$ cat config.mk
export PLATFORM = sky130hd
export DESIGN_NAME = memoria_param
export DESIGN_NICKNAME = d
export VERILOG_FILES = /design/src/rtl/memoria_param_pkg.sv /design/src/rtl/memoria_param_pipe.sv /design/src/rtl/memoria_param.sv
export SDC_FILE = /design/constraint.sdc
export NUM_CORES = 1
export LEC_CHECK = 0
export ABC_AREA = 0
export CORE_MARGIN = 2
export CORE_UTILIZATION = 38
export CTS_CLUSTER_DIAMETER = 80
export DETAILED_ROUTE_END_ITERATION = 8
export HOLD_SLACK_MARGIN = 0.03
export SLEW_MARGIN = 30
export SYNTH_ARGS = -nofsm -noshare
export SYNTH_HDL_FRONTEND = slang
export SYNTH_HIERARCHICAL = 1
export SYNTH_SLANG_ARGS = --single-unit
export TNS_END_PERCENT = 100
$ cat constraint.sdc
create_clock -name clk -period 6.7 [get_ports clk]
set_clock_uncertainty 0.05 [all_clocks]
set_input_delay 0.67 -clock clk [delete_from_list [all_inputs] [get_ports clk]]
set_output_delay 0.67 -clock clk [all_outputs]
set_load 0.005 [all_outputs]
$ cat src/rtl/memoria_param_pkg.sv
// Shared definitions for the parametrised data memory.
//   - state encoding for the clear/run sequencer
//   - write-echo mode constants
//   - parameter legality check used at elaboration time
package memoria_param_pkg;

    typedef enum logic {
        ST_CLEAR = 1'b0,
        ST_RUN   = 1'b1
    } state_e;

    localparam int WR_READ_FIRST  = 0;
    localparam int WR_WRITE_FIRST = 1;

    // Only latencies of 1 or 2 are supported, and the implemented depth must
    // fit in the address space.
    function automatic bit params_legal(int rd_lat, int depth, int addr_w);
        return ((rd_lat == 1) || (rd_lat == 2)) && (depth >= 1) && (depth <= (1 << addr_w));
    endfunction

endpackage

$ cat src/rtl/memoria_param_pipe.sv
// Result delivery delay line for memoria_param.
// RD_LAT register stages carrying {valid, err, data}. Each stage's data only
// loads when a valid result reaches it, so the last stage holds its value
// between results. Synchronous flush on rst.
// Ports:
//   clk, rst              clock, synchronous active-high flush
//   in_valid/in_err/in_data    combinational result of the accept cycle
//   out_valid/out_err/out_data registered result, RD_LAT edges later
module memoria_param_pipe #(
    parameter int DATA_W = 14,
    parameter int RD_LAT = 1
) (
    input  logic              clk,
    input  logic              rst,
    input  logic              in_valid,
    input  logic              in_err,
    input  logic [DATA_W-1:0] in_data,
    output logic              out_valid,
    output logic              out_err,
    output logic [DATA_W-1:0] out_data
);

    logic [RD_LAT-1:0] valid_q, valid_d;
    logic [RD_LAT-1:0] err_q, err_d;
    logic [DATA_W-1:0] data_q [RD_LAT];
    logic [DATA_W-1:0] data_d [RD_LAT];

    // Stage inputs: entry 0 is the new result, entry i+1 is stage i's output.
    logic [RD_LAT:0]   v_chain, e_chain;
    logic [DATA_W-1:0] d_chain [RD_LAT+1];

    // NOTE: every variable written here gets a value on every path, so no latch is inferred.
    always_comb begin
        v_chain[0] = in_valid;
        e_chain[0] = in_valid & in_err;
        d_chain[0] = in_data;
        for (int i = 0; i < RD_LAT; i++) begin
            v_chain[i+1] = valid_q[i];
            e_chain[i+1] = err_q[i];
            d_chain[i+1] = data_q[i];
        end
        for (int i = 0; i < RD_LAT; i++) begin
            valid_d[i] = v_chain[i];
            err_d[i]   = e_chain[i];
            data_d[i]  = v_chain[i] ? d_chain[i] : data_q[i];
        end
    end

    // NOTE: sequential state uses non-blocking assignments so all flops update together.
    always_ff @(posedge clk) begin
        if (rst) begin
            valid_q <= '0;
            err_q   <= '0;
            for (int i = 0; i < RD_LAT; i++) data_q[i] <= '0;
        end else begin
            valid_q <= valid_d;
            err_q   <= err_d;
            data_q  <= data_d;
        end
    end

    assign out_valid = valid_q[RD_LAT-1];
    assign out_err   = err_q[RD_LAT-1];
    assign out_data  = data_q[RD_LAT-1];

endmodule

$ cat src/rtl/memoria_param.sv
// Parametrised single-port data memory with a reset-time clear sequencer,
// configurable read latency, selectable write echo and out-of-range flagging.
// Ports:
//   clk, rst      clock, synchronous active-high reset
//   en, we        access request / write select (sampled on rising edge)
//   add, data_in  word address / write data
//   data_out      read or echo data, holds between results
//   rd_valid      one-cycle pulse when data_out is new
//   err           one-cycle pulse with rd_valid: access was out of range
//   ready         high once the clear sequence has finished
module memoria_param
    import memoria_param_pkg::*;
#(
    parameter int DATA_W  = 14,
    parameter int ADDR_W  = 5,
    parameter int DEPTH   = 32,
    parameter int RD_LAT  = 1,
    parameter int WR_MODE = 0
) (
    input  logic              clk,
    input  logic              rst,
    input  logic              en,
    input  logic              we,
    input  logic [ADDR_W-1:0] add,
    input  logic [DATA_W-1:0] data_in,
    output logic [DATA_W-1:0] data_out,
    output logic              rd_valid,
    output logic              err,
    output logic              ready
);

    generate
        if (!params_legal(RD_LAT, DEPTH, ADDR_W)) begin : g_param_err
            $error("memoria_param: RD_LAT must be 1 or 2 and DEPTH must fit in ADDR_W");
        end
    endgenerate

    // Wider than add so DEPTH == 2**ADDR_W is representable; then in_range is always 1.
    localparam logic [ADDR_W:0]   DEPTH_L  = (ADDR_W+1)'(DEPTH);
    localparam logic [ADDR_W-1:0] CNT_LAST = ADDR_W'(DEPTH - 1);

    state_e            state_q, state_d;
    logic [ADDR_W-1:0] cnt_q, cnt_d;
    logic              ready_q, ready_d;

    // NOTE: the array has no reset; the clear sequencer zeroes it after every rst.
    logic [DATA_W-1:0] mem_q [DEPTH];

    logic              in_range;
    logic              accept;
    logic              wr_en;
    logic [ADDR_W-1:0] wr_addr;
    logic [DATA_W-1:0] wr_data;
    logic              res_err;
    logic [DATA_W-1:0] res_data;

    assign in_range = ({1'b0, add} < DEPTH_L);
    assign accept   = (state_q == ST_RUN) && en;

    // Sequencer: walk cnt through 0..DEPTH-1 in CLEAR, then stay in RUN.
    always_comb begin
        state_d = state_q;
        cnt_d   = cnt_q;
        ready_d = ready_q;
        if (state_q == ST_CLEAR) begin
            cnt_d = cnt_q + 1'b1;
            if (cnt_q == CNT_LAST) begin
                state_d = ST_RUN;
                ready_d = 1'b1;
            end
        end
    end

    always_ff @(posedge clk) begin
        if (rst) begin
            state_q <= ST_CLEAR;
            cnt_q   <= '0;
            ready_q <= 1'b0;
        end else begin
            state_q <= state_d;
            cnt_q   <= cnt_d;
            ready_q <= ready_d;
        end
    end

    // Single write port shared by the clear sequencer and user writes.
    always_comb begin
        wr_en   = 1'b0;
        wr_addr = add;
        wr_data = data_in;
        if (!rst) begin
            if (state_q == ST_CLEAR) begin
                wr_en   = 1'b1;
                wr_addr = cnt_q;
                wr_data = '0;
            end else if (accept && we && in_range) begin
                wr_en = 1'b1;
            end
        end
    end

    always_ff @(posedge clk) begin
        if (wr_en) mem_q[wr_addr] <= wr_data;
    end

    // The array is read before the accept edge's write lands, which gives the
    // read-first echo for free; write-first substitutes data_in.
    always_comb begin
        res_err  = ~in_range;
        res_data = '0;
        if (in_range) begin
            if (we && (WR_MODE == WR_WRITE_FIRST)) res_data = data_in;
            else                                  res_data = mem_q[add];
        end
    end

    memoria_param_pipe #(
        .DATA_W (DATA_W),
        .RD_LAT (RD_LAT)
    ) u_pipe (
        .clk       (clk),
        .rst       (rst),
        .in_valid  (accept),
        .in_err    (res_err),
        .in_data   (res_data),
        .out_valid (rd_valid),
        .out_err   (err),
        .out_data  (data_out)
    );

    assign ready = ready_q;

endmodule

==> summary.md <==
| Metric | Value |
|---|---|
| DP Wirelength | `25,300 um` |
| Ranking of synthesized cells by area | `edfxtp_1, mux2i_1, dfxtp_1` |
| Final min period | `about 3300 ps` |
| Share of Yosys cell area claimed by the top area cell type | `a little under three quarters` |
| Setup crit start | `add[2]` |
| Cells after DPL | `approximately 1,800` |
| Async set-reset flop share out of synthesis | `0%` |
| H-tree depth | `2` |
| Hold Path Class | `flip-flop to flip-flop` |
| Final Cycle Share | `around half` |
| Crit-path leading delay family | `buffers and inverters` |
| WL met1 | `20,200 um` |
| Post-route design area | `between 20,000 and 25,000 um2` |
| Die Span X | `approximately 230 um` |
| Avg Cell Area, Syn | `around 17 um2` |
| Setup Fix Bufs, Post-CTS | `0` |
| Pwr dens | `287 nW/um2` |
| Primary FF master, synth | `edfxtp_1` |
| Share of cells above drive strength 1 | `10.7%` |
| # IOs | `40` |
| TritonCTS Buffers | `47` |
| Initial Utilization | `38.4%` |
| Routed WL per cell | `23.0 um` |
| Yosys cell types | `37` |
| Highest Signal Layer | `met4` |
| Number of remaining DRC errors | `0` |
| WHS | `443 ps` |
| Vias per std cell | `5.23` |
| TritonCTS clock tree | `built` |
| Synth Area in XOR/XNOR | `0.140%` |
| CTS Hold Bufs | `0` |
| Met3 wire len | `2380 um` |
| Synth Area in Compound Gates | `4.98%` |
| Final hold vios | `0` |
| Gate count after technology mapping | `1,134` |
| Fraction of synthesized area in multiplexers | `12.9%` |
| Gpl congestion | `0.795` |
| Antenna diode count | `0` |
| Final setup viols | `0` |
| Sequential area share after synthesis | `about three quarters` |
| Metal2 WL | `20,300 um` |
| Worst Path Class, Setup | `input pin to flip-flop` |
| Worst-path fanout max | `34` |
| Grt total ovfl | `0` |
| Final ANT Viol Nets | `0` |
| Cell Area, Placed | `19,900 um2` |
| Die footprint | `51,100 um2` |
| Synthesis-stage register bit count | `about 470` |
| Slew Limit Fails | `0` |
| Synth area leader | `edfxtp_1` |
| Routed via count | `around 9,900` |
| Mapped cell area | `18,700 um2` |
| Simple-gate share of the synthesized area | `5.09%` |
| Overall Power | `6.14 mW` |
| Adder-cell share of the synthesized area | `0.133%` |
| CTS resizes | `0` |
| Final wirelength | `43,600 um` |
| Post-synth top cells | `edfxtp_1, mux2i_1, nor2_1` |
| Die Height | `approximately 230 um` |
| First-pass GRT wire length | `63,800 um` |
| Drt pass-1 iters | `5` |
| RSZ-0062 raised after global routing | `false` |
| Slew margin rel. | `a little over a third` |
| CP cell instances | `clkdlybuf4s50_1, nor2b_4, buf_4, a22o_1, nor3_1, a31oi_1, nand3_1, mux2i_1, nor2_1` |
| Post-Route Setup TNS | `0 ps` |
| Final nets | `1,219` |
| Pin count of the biggest net entering global routing | `67` |
| Worst Setup Start Kind | `input pin` |
| Initial antenna violation count | `1` |
| Hold Startpoint | `u_pipe/out_data[10]` |
| Worst Path Arrival | `3720 ps` |
| Worst path bufs/invs | `2` |
| Reg clk slew, reported paths | `roughly 60 ps` |
| Syn_nets | `between 1,000 and 1,500` |
| CP peak stage delay | `860 ps` |
| Max cap viols | `0` |
| Skew-Pair Late Insertion Delay | `560 ps` |
| Maximum root-to-sink buffer count | `3` |
| Max Freq | `0.300 GHz` |
| Pin slew with the least headroom to its limit | `967 ps` |
| Post-synth EDFFs | `448` |
| Total GRT Usage | `between 15 and 20%` |
| Leakage | `7.42 nW` |
| IO buf count | `39` |
| Peak supply drop | `0.228 mV` |
| Slowest stage cell, crit path | `clkdlybuf4s50_1` |
| Root Buffer | `clkbuf_16` |
| Num rows | `around 80` |
| Initial DRC count | `876` |
| Worst EP required | `~7000 ps` |
| Largest family of logic cells by synthesized area | `multiplexers` |
| Final Non-Filler Cells | `1,897` |
| Vias in the first global route | `9,664` |
| Clk sinks | `471` |
| Core Box Area | `between 40,000 and 50,000 um2` |
| Count leader, synth | `edfxtp_1` |
| Status | `finished, final reports clean` |
| Reg2reg start | `state_q` |
| Area delta synth->final | `14.0%` |
| Synth Warn # | `6` |
| Setup crit end kind | `flip-flop` |
## sequential cells by signal (all words and copies together) (netlist names)
| name | flops |
|---|---|
| mem_q | 448 |
| u_pipe/out_data | 14 |
| cnt_q | 5 |
| ready | 1 |
| state_q | 1 |
| u_pipe/out_err | 1 |
| u_pipe/out_valid | 1 |
## metal layers
| metal | vias up | GRT usage (%) |
|---|---|---|
| met1 | 5067 | 24.5 |
| met2 | 284 | 27.4 |
| met4 | 0 | 4.14 |
| met5 | - | 0 |
| met3 | 57 | 2.89 |
| li1 | 4522 | - |
## tightest hold or removal path, cell delays in order, from the launching register on
cell and delay [ps]:
dfxtp_1 330, mux2i_1 60, nor2_1 70
## worst paths after layout
check	to	slack [ps]	cells after the start
setup / recovery	u_pipe/out_data[10]	3370	9
hold / removal	u_pipe/out_data[10]	440	2
setup reg to reg	mem_q[20][9]	3830	4
hold reg to reg	u_pipe/out_data[10]	440	2
## where the power goes
group	internal, mW	switching [mW]	leakage [nW]
clock	1.48	1.07	0.737
sequential	3.25	0.00772	4.28
combinational	0.103	0.226	2.40
total	4.84	1.30	7.42
## cells by family after synthesis
logic type | after synthesis
AOI/OAI and AO/OA | 137
muxes | 241
buffers and inverters | 70
other | 1
adders and majority gates | 2
and+or+nand+nor | 209
xor gates and xnor gates | 3
DFF | 471
## metrics by stage
stage	worst slack, ps	util [%]
6_report	3370	43.7
2_1_floorplan	4120	-
3_3_place_gp	2760	40.6
3_5_place_dp	2750	40.7
5_1_grt	3250	43.7
4_1_cts	3320	43.7
## layout by cell type, fill, tap and decap left out, types with 7 or more instances in the layout
master             n
and2_2             8
clkinv_1           7
clkbuf_1          14
clkbuf_16         47
a31oi_1           15
a22oi_1           43
nand2_1           52
and2_1             9
nor2_2             8
buf_4             39
nor3_1            22
a22o_1            28
nor2_1            52
dfxtp_1           23
edfxtp_1         448
a21oi_1           47
nand3_1           42
mux2i_1          241
clkdlybuf4s50_1   38
## cell type report
type | count | area (um2)
clock buffer | 67 | 1310
clock inverter | 21 | 200
fill | 4358 | 27500
inverter | 2 | 7.51
multi-input combinational | 593 | 4410
sequential | 471 | 13900
tap | 664 | 831
timing repair buffer | 79 | 699
No activity file was read; power rests on OpenSTA's default activity.
